`src/rtl/game_pkg.sv`:
```
// Shared game definitions: end-screen state encoding and default timing.
package game_pkg;

  typedef enum logic [1:0] {
    PLAY    = 2'd0,
    BLINK   = 2'd1,
    LOCKOUT = 2'd2,
    READY   = 2'd3
  } end_state_t;

  localparam int BLINK_FRAMES_DEF = 15;
  localparam int BLINK_COUNT_DEF  = 4;
  localparam int HOLD_FRAMES_DEF  = 120;

  function automatic int max_int(input int a, input int b);
    return (a > b) ? a : b;
  endfunction

endpackage

```
`src/rtl/end_text_sequencer_if.sv`:
```
// Event inputs and overlay/freeze outputs of the end-text sequencer.
interface end_text_sequencer_if;
  logic frame_tick;
  logic lose_evt;
  logic win_evt;
  logic restart;
  logic show_lose_text;
  logic show_win_text;
  logic game_freeze;
  logic restart_ready;

  modport master (
    output frame_tick, lose_evt, win_evt, restart,
    input  show_lose_text, show_win_text, game_freeze, restart_ready
  );

  modport slave (
    input  frame_tick, lose_evt, win_evt, restart,
    output show_lose_text, show_win_text, game_freeze, restart_ready
  );
endinterface

```
`src/rtl/end_text_sequencer_frame_counter.sv`:
```
// Frame-tick counter with terminal-count hit; self-clears on hit.
module frame_counter #(
  parameter int W = 4
) (
  input  logic         clk,
  input  logic         rst,
  input  logic         clear,
  input  logic         en,
  input  logic [W-1:0] term,
  output logic         hit
);
  logic [W-1:0] cnt;

  // hit fires on the enabled tick that lands on the terminal count
  assign hit = en && (cnt == term);

  // count enabled ticks, restart from zero on hit or clear
  always_ff @(posedge clk) begin
    if (rst || clear) begin
      cnt <= '0;
    end else if (en) begin
      cnt <= hit ? '0 : cnt + W'(1);
    end
  end
endmodule

```
`src/rtl/end_text_sequencer.sv`:
```
// End-of-game overlay sequencer: blink, hold, then accept restart.
//
// state   | meaning
// PLAY    | no overlay, gameplay running
// BLINK   | overlay blinking, frame counter paces half-periods
// LOCKOUT | overlay steady, restart still refused
// READY   | overlay steady, restart accepted
module end_text_sequencer
  import game_pkg::*;
#(
  parameter int BLINK_FRAMES = BLINK_FRAMES_DEF,
  parameter int BLINK_COUNT  = BLINK_COUNT_DEF,
  parameter int HOLD_FRAMES  = HOLD_FRAMES_DEF
) (
  input logic Clk,
  input logic Reset,
  end_text_sequencer_if.slave bus
);
  localparam int FW = $clog2(max_int(BLINK_FRAMES, HOLD_FRAMES) + 1);
  localparam int PW = $clog2(2 * BLINK_COUNT + 1);
  localparam logic [FW-1:0] BLINK_TERM = FW'(BLINK_FRAMES - 1);
  localparam logic [FW-1:0] HOLD_TERM  = FW'(HOLD_FRAMES - 1);
  localparam logic [PW-1:0] PHASE_LAST = PW'(2 * BLINK_COUNT - 1);

  end_state_t    state, state_nxt;
  logic          visible, vis_nxt;
  logic          res_win, res_nxt;
  logic [PW-1:0] phase_cnt, phase_nxt;
  logic          cnt_clear, cnt_en, cnt_hit;
  logic [FW-1:0] cnt_term;

  frame_counter #(.W(FW)) u_frame_counter (
    .clk   (Clk),
    .rst   (Reset),
    .clear (cnt_clear),
    .en    (cnt_en),
    .term  (cnt_term),
    .hit   (cnt_hit)
  );

  // next state, blink phase and counter control
  always_comb begin
    state_nxt = state;
    vis_nxt   = visible;
    res_nxt   = res_win;
    phase_nxt = phase_cnt;
    cnt_en    = 1'b0;
    cnt_term  = BLINK_TERM;
    case (state)
      PLAY: begin
        vis_nxt   = 1'b0;
        phase_nxt = '0;
        if (bus.lose_evt || bus.win_evt) begin
          state_nxt = BLINK;
          vis_nxt   = 1'b1;
          res_nxt   = bus.win_evt && !bus.lose_evt;
        end
      end
      BLINK: begin
        cnt_en = bus.frame_tick;
        if (cnt_hit) begin
          vis_nxt = !visible;
          if (phase_cnt == PHASE_LAST) begin
            state_nxt = LOCKOUT;
            phase_nxt = '0;
          end else begin
            phase_nxt = phase_cnt + PW'(1);
          end
        end
      end
      LOCKOUT: begin
        cnt_en   = bus.frame_tick;
        cnt_term = HOLD_TERM;
        vis_nxt  = 1'b1;
        if (cnt_hit) state_nxt = READY;
      end
      READY: begin
        vis_nxt = 1'b1;
        if (bus.restart) begin
          state_nxt = PLAY;
          vis_nxt   = 1'b0;
          res_nxt   = 1'b0;
        end
      end
      default: state_nxt = PLAY;
    endcase
    // a state change always starts the next phase from a zero count
    cnt_clear = (state_nxt != state) || (state == PLAY);
  end

  // state, blink and result registers
  always_ff @(posedge Clk) begin
    if (Reset) begin
      state     <= PLAY;
      visible   <= 1'b0;
      res_win   <= 1'b0;
      phase_cnt <= '0;
    end else begin
      state     <= state_nxt;
      visible   <= vis_nxt;
      res_win   <= res_nxt;
      phase_cnt <= phase_nxt;
    end
  end

  // outputs are flopped from next-state values so they move with the state
  always_ff @(posedge Clk) begin
    if (Reset) begin
      bus.show_lose_text <= 1'b0;
      bus.show_win_text  <= 1'b0;
      bus.game_freeze    <= 1'b0;
      bus.restart_ready  <= 1'b0;
    end else begin
      bus.show_lose_text <= vis_nxt && !res_nxt;
      bus.show_win_text  <= vis_nxt && res_nxt;
      bus.game_freeze    <= (state_nxt != PLAY);
      bus.restart_ready  <= (state_nxt == READY);
    end
  end
endmodule

```
`src/flat_wrapper.sv`:
```
// flat-port wrapper written by rule: the top's interface ports become plain ports
module end_text_sequencer_flat import game_pkg::*;
#(
  parameter int BLINK_FRAMES = BLINK_FRAMES_DEF,
  parameter int BLINK_COUNT  = BLINK_COUNT_DEF,
  parameter int HOLD_FRAMES  = HOLD_FRAMES_DEF
)
  (Clk, Reset, bus_frame_tick, bus_lose_evt, bus_win_evt, bus_restart, bus_show_lose_text, bus_show_win_text, bus_game_freeze, bus_restart_ready);
  end_text_sequencer_if bus_i ();
  input logic Clk;
  input logic Reset;
  input wire logic [$bits(bus_i.frame_tick)-1:0] bus_frame_tick;
  input wire logic [$bits(bus_i.lose_evt)-1:0] bus_lose_evt;
  input wire logic [$bits(bus_i.win_evt)-1:0] bus_win_evt;
  input wire logic [$bits(bus_i.restart)-1:0] bus_restart;
  output wire logic [$bits(bus_i.show_lose_text)-1:0] bus_show_lose_text;
  output wire logic [$bits(bus_i.show_win_text)-1:0] bus_show_win_text;
  output wire logic [$bits(bus_i.game_freeze)-1:0] bus_game_freeze;
  output wire logic [$bits(bus_i.restart_ready)-1:0] bus_restart_ready;
  assign bus_i.frame_tick = bus_frame_tick;
  assign bus_i.lose_evt = bus_lose_evt;
  assign bus_i.win_evt = bus_win_evt;
  assign bus_i.restart = bus_restart;
  assign bus_show_lose_text = bus_i.show_lose_text;
  assign bus_show_win_text = bus_i.show_win_text;
  assign bus_game_freeze = bus_i.game_freeze;
  assign bus_restart_ready = bus_i.restart_ready;
  end_text_sequencer #(.BLINK_FRAMES(BLINK_FRAMES), .BLINK_COUNT(BLINK_COUNT), .HOLD_FRAMES(HOLD_FRAMES)) u_core (.Clk(Clk), .Reset(Reset), .bus(bus_i));
endmodule
```
`config.mk`:
```
export PLATFORM = sky130hd
export DESIGN_NAME = end_text_sequencer_flat
export DESIGN_NICKNAME = d
export VERILOG_FILES = /design/src/rtl/game_pkg.sv /design/src/rtl/end_text_sequencer_if.sv /design/src/rtl/end_text_sequencer_frame_counter.sv /design/src/rtl/end_text_sequencer.sv /design/src/flat_wrapper.sv
export SDC_FILE = /design/constraint.sdc
export NUM_CORES = 1
export LEC_CHECK = 0
export CAP_MARGIN = 10
export CORE_UTILIZATION = 53
export CTS_BUF_LIST = sky130_fd_sc_hd__clkbuf_8
export DETAILED_ROUTE_END_ITERATION = 7
export HOLD_SLACK_MARGIN = 0.1
export PLACE_DENSITY = 0.8
export SYNTH_ARGS = -nofsm -noshare
export SYNTH_HDL_FRONTEND = slang
export SYNTH_SLANG_ARGS = --single-unit
```
`constraint.sdc`:
```
create_clock -name Clk -period 2.2 [get_ports Clk]
set_clock_uncertainty 0.05 [all_clocks]
set_input_delay 0.44 -clock Clk [delete_from_list [all_inputs] [get_ports Clk]]
set_output_delay 0.44 -clock Clk [all_outputs]
set_load 0.005 [all_outputs]
```
# Yosys cells after proc, flatten, opt, wreduce, memory -nomap -nowiden
# Cells that the tools add are included.
[op_classes]
eq_ne = 8
addsub = 2
reduce_logical = 15
n_mux = 19
[op_table]
columns = ["operator", "n"]
rows = [
  ["7-bit two-way mux", 2],
  ["2-bit two-way mux", 5],
  ["4-bit two-way mux", 2],
  ["2-bit case mux with 4 select lines", 1],
  ["4-bit case mux with 2 select lines", 1],
  ["7-bit by 1-bit adder with 7-bit output, second input constant", 1],
  ["7-bit == test", 1],
  ["2-bit == test, second input constant", 3],
  ["1-bit two-way mux", 6],
  ["4-bit by 1-bit adder with 4-bit output, second input constant", 1],
  ["4-bit by 3-bit == test with 1-bit output, second input constant", 1],
  ["1-bit logical AND", 4],
  ["1-bit case mux with 4 select lines", 1],
  ["2-bit nonzero test", 2],
  ["1-bit logical NOT", 3],
  ["1-bit logical OR", 3],
  ["2-bit by 1-bit == test with 1-bit output, second input constant", 1],
  ["2-bit logical NOT", 1],
  ["2-bit inequality test", 1],
  ["2-bit inequality test, second input constant", 1],
  ["1-bit case mux with 2 select lines", 1],
  ["2-bit AND reduction", 1],
  ["2-bit OR reduction", 1],
]
[totals]
output_inout_bits = 4
wordCells = 53
regBits = 19

# Longest topological paths before layout
# Gate-level depths: netlist of the first run.
[logic_depth]
depth_word = 9
depth_mapped = 9

# Hierarchy
# From an unflattened synthesis of the first run, not the netlist that was laid out.
[unflattened]
cells_unflattened = 124
area_unflattened_um2 = 1074.8
[by_module_without_submodules]
columns = ["module", "instances", "area_per_inst_um2", "cells_per_inst"]
rows = [
  ["end_text_sequencer", 1, 670.6, 78],
  ["frame_counter", 1, 404.1, 46],
]

# Worst setup path after synthesis of the first run
# OpenSTA, ideal clock, no wires.
[synth_timing]
path_kind = "register to register"
start = "reg u_core.state[1]"
end = "reg u_core.u_frame_counter.cnt[2]"
setup_time_ns = 0.066
n_path_buf = 1
setup_slack_ns = 0.142
path_stages_with_launch = 9
arrival_ns = 1.943
cell_sequence = "dfxtp_1 inv_1 ha_1 and4_1 and2_1 buf_6 a311oi_1 o2111ai_2 nor2_1"
[synth_between]
elab_chain_len = 9
word_cells_on_any_way = 19
classes_between = "5 x eq/ne; 9 x mux; 5 x reduce/logical"
[synth_rtl]
columns = ["item", "line_no", "source"]
rows = [
  ["start: declaration", "end_text_sequencer.sv:25", "end_state_t state, state_nxt;"],
  ["start signal: assignment", "end_text_sequencer.sv:99", "state <= state_nxt;"],
  ["2-bit == test / 2-bit by 1-bit == test with 1-bit output (equally long branches)", "end_text_sequencer.sv:49", "case (state)"],
  ["7-bit two-way mux / 2-bit OR reduction (equally long branches)", "n/a", ""],
  ["7-bit == test / 1-bit two-way mux (equally long branches)", "end_text_sequencer_frame_counter.sv:15, end_text_sequencer.sv:49", ""],
  ["1-bit logical AND", "end_text_sequencer_frame_counter.sv:15", "assign hit = en && (cnt == term);"],
  ["2-bit two-way mux (on tied branches)", "end_text_sequencer.sv:75, end_text_sequencer.sv:61", ""],
  ["2-bit case mux with 4 select lines", "end_text_sequencer.sv:49", ""],
  ["2-bit inequality test", "end_text_sequencer.sv:88", "cnt_clear = (state_nxt != state) || (state == PLAY);"],
  ["1-bit logical OR", "end_text_sequencer.sv:88", ""],
  ["1-bit logical OR", "end_text_sequencer_frame_counter.sv:19", "if (rst || clear) begin"],
  ["end signal: assignment", "end_text_sequencer_frame_counter.sv:22", "cnt <= hit ? '0 : cnt + W'(1);"],
  ["end: declaration", "end_text_sequencer_frame_counter.sv:12", "logic [W-1:0] cnt;"],
]
# Several ways; a longest one is shown, not always the timed one.
# A chain may end at the register's enable or synchronous reset.

# Worst setup path after layout of the first run
[layout_timing]
start = "reg u_core.state[1]"
end = "reg u_core.u_frame_counter.cnt[1]"
# Same word-level chain as after synthesis.

==> results of run 1 <==
registers in the layout (all words and copies together), names as in the netlist:
signal,count
u_core.u_frame_counter.cnt,7
u_core.phase_cnt,4
u_core.state,2
u_core.bus.game_freeze,1
u_core.bus.restart_ready,1
u_core.bus.show_lose_text,1
u_core.bus.show_win_text,1
u_core.res_win,1
u_core.visible,1
metrics by stage:
step | instance area [µm²] | setup slack, ns | hold WS [ns] | total power, µW | TNS, ns
3_5_place_dp | 1290 | -0.00575 | 0.441 | 520 | -0.00575
4_1_cts | 1340 | 0.101 | 0.452 | 759 | 0
3_3_place_gp | 1290 | 0.0122 | 0.414 | 516 | 0
6_report | 1370 | -0.0503 | 0.459 | 770 | -0.0982
2_1_floorplan | 1120 | 0.142 | 0.408 | 462 | 0
5_1_grt | 1370 | -0.203 | 0.477 | 798 | -0.381
report_power, final:
group | switching (µW) | internal [µW]
combinational | 84.0 | 71.7
sequential | 5.86 | 358
clock | 125 | 126
synth_stat cells, drive strengths merged, types with 2 or more instances:
library cell  number
a21o               2
a21oi              7
a22oi              2
a31oi              3
a32oi              3
and2               4
and3b              2
buf                3
dfxtp             19
ha                 6
inv                6
nand2              9
nand3              4
nand4              4
nand4b             2
nor2              17
nor3               6
o21a               2
o21ai              4
or3                2
xor2               4
logic make-up after synthesis:
logic type	Yosys count	share of synthesized area
DFF	19	0.340
AOI/OAI and AO/OA	33	0.222
and+or+nand+nor	56	0.270
adders and majority gates	6	0.0670
buffers and inverters	11	0.0614
xor gates and xnor gates	5	0.0391
worst max-delay path by stage:
| stage | startpoint | end | slack, ns | depth (start not counted) |
|---|---|---|---|---|
| after global routing | u_core.state[1]$_SDFF_PP0_ | u_core.u_frame_counter.cnt[1]$_SDFFE_PP0P_ | -0.20 | 8 |
| after floorplan | u_core.state[1]$_SDFF_PP0_ | u_core.u_frame_counter.cnt[2]$_SDFFE_PP0P_ | 0.14 | 8 |
| after global placement | bus_restart | u_core.u_frame_counter.cnt[0]$_SDFFE_PP0P_ | 0.01 | 7 |
| final | u_core.state[1]$_SDFF_PP0_ | u_core.u_frame_counter.cnt[1]$_SDFFE_PP0P_ | -0.05 | 8 |
| after CTS | u_core.state[1]$_SDFF_PP0_ | u_core.u_frame_counter.cnt[2]$_SDFFE_PP0P_ | 0.10 | 7 |
| after detailed placement | bus_restart | u_core.u_frame_counter.cnt[1]$_SDFFE_PP0P_ | -0.006 | 7 |
worst max-delay path: stages, from the launching register on:
cell and delay, ns:
dfxtp_1 0.34, buf_4 0.14, ha_1 0.13, nor2b_1 0.36
nor4b_1 0.11, a2111oi_0 0.53, o21ai_0 0.23, buf_4 0.19
a21oi_1 0.10
timing repair:
action                     in CTS  in global routing
setup buffers                   0                  2
resized for setup               0                  3
setup endpoints to repair       0                  7
cell type report:
class	instances	area [µm²]	area share
multi-input cells	100	679	0.498
clock inverters	1	5.00	0.00367
clock buffers	3	41.3	0.0302
well taps	27	33.8	0.0247
inverters	6	22.5	0.0165
flip-flops and latches	19	380	0.279
repair buffers	24	203	0.148
routing by layer:
layer	track usage	up-vias	wire length, µm
met5	0	-	0
met1	0.330	507	1140
met3	0.0491	13	165
met4	0.0889	0	82
met2	0.430	50	1320
li1	-	523	-
==> reports/qor.txt, run 1 <==
Reg-to-Reg Start = u_core.state[1]$_SDFF_PP0_
Hold worst-path end = u_core.u_frame_counter.cnt[1]$_SDFFE_PP0P_
Yosys top cell by area = dfxtp_1
GP Congestion = 0.835
Initial antenna violation count = 0
Avg WL per Cell = 15.1 µm
Rel. slew slack = 0.615
Clock transition at path regs = 0.08 ns
Maximum vdd ir drop = 0.000473 V
Final min period = 2.25 ns
EDFF count, synth = 0
Reg2Reg Setup Slack = -0.05 ns
Total clock sinks = 19
Global-route wire length before repair = 4020 µm
Drt pass-1 iters = 5
Synth Instances = 130
Reg-to-reg critical path endpoint = u_core.u_frame_counter.cnt[1]$_SDFFE_PP0P_
Vias in the first global route = 911
CTS Hold Bufs = 0
Post-synthesis sequential area ratio = 0.340
Most common cell after layout, fill and taps aside = dfxtp_1
Clk_lat worst skew = 0.26 ns
Fin crit share = 1.02
Main area contributors after synthesis = dfxtp_1, ha_1, nor2_1, a21oi_1, xor2_1
Seq cells post-synth = 19
Crit. End Element = flop
Critical Path AT = 2.40 ns
IO buf count = 9
Fin cells = 180
Yosys top cell area share = 0.340
IO Pins = 10
Die height = 48.0 µm
Leak = 0.000517 µW
Async set-reset flop share out of synthesis = 0
HP Start = u_core.u_frame_counter.cnt[1]$_SDFFE_PP0P_
Max-slew violations = 0
Drt total wl = 2710 µm
Share of cells above drive strength 1 = 0.190
Filler cells = 161
Die area = 2300 µm²
H-tree depth = 1
# diodes = 0
DRT iter0 DRCs = 83
DR DRC count = 0
# Max-Cap Violations = 0
FMAX = 0.444 GHz
Largest net degree at the start of global routing = 12
Synth cell types = 45
CP Launch Type = flop
Synth Flop Type = dfxtp_1
Hold depth = 2
Chip width = 48.0 µm
Worst r2r path cells = 8
Layout area overhead = 21.9%
Post-DP HPWL = 1930 µm
Yosys warnings = 0
Post-Syn Nets = 142
CORE AREA = 1980 µm²
Most frequent cells in the layout = dfxtp_1, nor2_1, buf_4
Crit Path Class = flop to flop
Syn Area/Cell = 8.61 µm²
Slew @ Worst Pin = 0.563 ns
Fin util = 0.689
Vias per std cell = 6.07
Outcome = complete, but fails checks
GRT overflow = 0
Mapped Area = 1120 µm²
Crit path max fanout = 6
Total Routing Usage GR = 0.258
Worst hold path type = flop to flop
Critical Path RT = 2.35 ns
Final hold viol count = 0
Starting density of the core = 0.565
Worst Slack Setup Final = -0.0503 ns
Inserted Clock Buffers = 3
Final antenna-violating net count = 0
Nets = 166
Failing checks = negative setup slack
Root buf cell = clkbuf_8
TritonCTS clock tree = done
Site Rows = 16
Longest Clk Path Bufs = 2
Power Dens Cells = 564 nW/µm²
Setup violations, final = 2
Vias = 1,093
DP Cell Count = 174
Note: power is estimated with default switching activity, not from simulation.
==> inputs of run 2 (changes only) <==
Settings changed: CORE_MARGIN set to 2, CORE_UTILIZATION 53 to 52, PLACE_DENSITY 0.8 to 0.79, SYNTH_HIERARCHICAL set to 1.
==> reports/qor.txt, run 2 <==
H-tree depth = 1 (unchanged)
IO Pins = 10 (unchanged)
Critical Path RT = 2.29 ns (-0.06 ns)
Die area = 2450 µm² (+6.4%)
Vias = 1,093 (unchanged)
# Max-Cap Violations = 0 (unchanged)
Clk_lat worst skew = 0.25 ns (about the same)
Reg with most FFs = u_core/u_frame_counter/cnt
Post-synthesis sequential area ratio = 0.354 (+0.0142)
Layout area overhead = 52.5%
Crit path max fanout = 5 (-1)
Most frequent CP cell = inv_4
Setup TNS = -3.02 ns (-2.93 ns)
Worst r2r path cells = 12 (+4)
Failing checks = negative setup slack
Worst path top cell family by delay = simple AND/OR/NAND/NOR gates
Largest net degree at the start of global routing = 12 (unchanged)
Final hold viol count = 0 (unchanged)
Dpl cell area = 1380 µm² (+6.3%)
Clock transition at path regs = 0.07 ns (about the same)
Final min period = 2.53 ns (+0.284 ns)
Synth Flop Type = dfxtp_1
Fin crit share = 1.15 (+0.129)
Site Rows = 16 (unchanged)
Reg-to-Reg Start = u_core/state[0]$_SDFF_PP0_
Vias in the first global route = 1,047 (+15%)
Synth Instances = 124 (-4.6%)
Filler cells = 125 (-22%)
Yosys top cell by area = dfxtp_1
Final Instance Area = 1640 µm² (+20%)
Yosys top cell area share = 0.354 (+0.0142)
Slowest CP cell = nor4_4
RSZ-0062 raised after global routing = true
CP Launch Type = flop
Cell with the most instances after synthesis = dfxtp_1
Number of flip-flops in the largest register = 7 (unchanged)
Root buf cell = clkbuf_8
Drt total wl = 3070 µm (+13%)
DRT iter0 DRCs = 17 (-80%)
Hold worst-path end = u_core/u_frame_counter/cnt[0]$_SDFFE_PP0P_
Setup violations, final = 16 (+14)
Top flop regs = u_core/u_frame_counter/cnt x7, u_core/phase_cnt x4, u_core/state x2
Total clock sinks = 19 (unchanged)
Longest Clk Path Bufs = 2 (unchanged)
Crit Path Class = flop to flop
GP Congestion = 0.746 (-11%)
Worst hold path type = flop to flop
Hold slack = 0.505 ns (+0.0464 ns)
Async set-reset flop share out of synthesis = 0 (unchanged)
Leak = 0.000682 µW (+32%)
Synth cell types = 41 (-8.9%)
Nets = 176 (+6.0%)
CTS Hold Bufs = 0 (unchanged)
Mapped Area = 1070 µm² (-4.0%)
Worst Slack Setup Final = -0.334 ns (-0.284 ns)
Crit. End Element = flop
Crit-path cells = inv_4 -> ha_4 -> inv_4 -> xnor2_4 -> nand2_2 -> nor4_4 -> nand4b_4 -> a2111oi_4 -> a221oi_2 -> o211ai_1 -> or2_1 -> nor3_1
Reg-to-reg critical path endpoint = u_core/u_frame_counter/cnt[4]$_SDFFE_PP0P_
TritonCTS clock tree = done
Initial antenna violation count = 0 (unchanged)
Starting density of the core = 0.548 (-0.0172)
Bufs and invs on worst path = 2 (unchanged)
Vias per std cell = 5.75 (-5.3%)
Max-slew violations = 0 (unchanged)
Power Dens Cells = 1020 nW/µm² (+81%)
Yosys warnings = 6 (+6)
IO buf count = 9 (unchanged)
Most common cell after layout, fill and taps aside = buf_4
Most instantiated cells after synthesis = dfxtp_1, nand2_1, nor2_1
Inserted Clock Buffers = 3 (unchanged)
DR DRC count = 0 (unchanged)
Worst path max stage delay = 0.36 ns (-0.17 ns)
Most frequent cells in the layout = buf_4, dfxtp_1, nor2_1
Outcome = complete, but fails checks
GRT overflow = 0 (unchanged)
Post-DP HPWL = 1870 µm (-3.2%)
Avg WL per Cell = 16.1 µm (+7.2%)
# diodes = 0 (unchanged)
Maximum vdd ir drop = 0.00103 V (+120%)
Chip width = 49.5 µm (+3.1%)
Global-route wire length before repair = 4530 µm (+13%)
EDFF count, synth = 0 (unchanged)
CORE AREA = 1960 µm² (-1.0%)
Main area contributors after synthesis = dfxtp_1, xnor2_1, ha_1, nand2_1, nor2_1
Seq cells post-synth = 19 (unchanged)
Fin util = 0.835 (+0.147)
Die height = 49.5 µm (+3.1%)
FMAX = 0.395 GHz (-11%)
DP Cell Count = 177 (+1.7%)
Hold depth = 2 (unchanged)
Critical Path AT = 2.62 ns (+0.22 ns)
HP Start = u_core/u_frame_counter/cnt[0]$_SDFFE_PP0P_
Reg2Reg Setup Slack = -0.33 ns (-0.28 ns)
Total Routing Usage GR = 0.245 (-0.0127)
Fin cells = 190 (+5.6%)
Drt pass-1 iters = 4 (-1)
Share of cells above drive strength 1 = 0.393 (+0.203)
Final antenna-violating net count = 0 (unchanged)
Syn Area/Cell = 8.67 µm² (+0.62%)
==> run 2: cell types whose count changed in the layout (fill, tap and decap cells not counted), sizes merged, moves of 3 or more <==
cell    delta
buf       +14
nor4       +3
o21ai      +3
nor2       -5
nand3b     +3
a31oi      -3
xnor2      +8
and2       -3
a21oi      -3
==> run 2: timing repair <==
item                       in CTS  in global routing
pin swaps                      10                 21
resized for setup              11                 25
setup endpoints to repair      17                 18
buffers inserted                4                  6
==> run 2: power breakdown <==
| part | internal [µW] | leakage (µW) | switching, µW |
|---|---|---|---|
| Combinational | 499 | 0.000499 | 489 |
| Sequential | 413 | 0.000156 | 40.4 |
| Clock | 124 | 0.0000269 | 109 |
| Total | 1040 | 0.000682 | 639 |
==> run 2: cell type report <==
class,instances,area (µm²),area share
well taps,27,33.8,0.0206
repair buffers,38,334,0.204
clock inverters,1,3.75,0.00229
clock buffers,3,41.3,0.0252
multi-input cells,95,805,0.491
flip-flops and latches,19,388,0.237
inverters,7,33.8,0.0206
==> run 2: worst max path at each step <==
stage | start | end | slack (ns) | depth (start not counted)
6_report | u_core/state[0]$_SDFF_PP0_ | u_core/u_frame_counter/cnt[4]$_SDFFE_PP0P_ | -0.33 | 12
5_1_grt | u_core/state[0]$_SDFF_PP0_ | u_core/u_frame_counter/cnt[1]$_SDFFE_PP0P_ | -0.44 | 13
4_1_cts | u_core/state[1]$_SDFF_PP0_ | u_core/u_frame_counter/cnt[1]$_SDFFE_PP0P_ | -0.30 | 12
3_5_place_dp | bus_frame_tick | u_core/u_frame_counter/cnt[1]$_SDFFE_PP0P_ | -0.42 | 11
3_3_place_gp | bus_frame_tick | u_core/u_frame_counter/cnt[1]$_SDFFE_PP0P_ | -0.34 | 12
2_1_floorplan | u_core/state[0]$_SDFF_PP0_ | u_core/u_frame_counter/cnt[2]$_SDFFE_PP0P_ | -0.33 | 13
==> run 2: worst register-to-register path, stage by stage (launching register included) <==
cell	delay, ns
dfxtp_4	0.35
inv_4	0.06
ha_4	0.18
inv_4	0.06
xnor2_4	0.16
nand2_2	0.09
nor4_4	0.36
nand4b_4	0.15
a2111oi_4	0.37
a221oi_2	0.10
o211ai_1	0.16
or2_1	0.26
nor3_1	0.08
==> run 2: stage by stage <==
stage / worst slack (ns) / total power (µW)
after floorplan: -0.333 / 932
after global placement: -0.338 / 1190
after detailed placement: -0.423 / 1220
after CTS: -0.298 / 1580
after global routing: -0.439 / 1770
final: -0.334 / 1680
==> run 2: per-layer routing <==
metal / GRT usage / wire [µm]
met1: 0.263 / 1220
met2: 0.468 / 1620
met3: 0.0364 / 137
met4: 0.106 / 87
met5: 0 / 0
==> run 2: cell families after synthesis <==
kind of cell,Yosys count,synth area share
buffers and inverters,11,0.0477
and+or+nand+nor,52,0.276
DFF,19,0.354
other,1,0.00349
AOI/OAI and AO/OA,22,0.143
xor gates and xnor gates,13,0.106
adders and majority gates,6,0.0698
==> inputs of run 3 (changes only) <==
Settings changed: CAP_MARGIN 10 to 20.
==> results of run 3 <==
The final DEF is identical to that of run 2; final timing and power are the same.
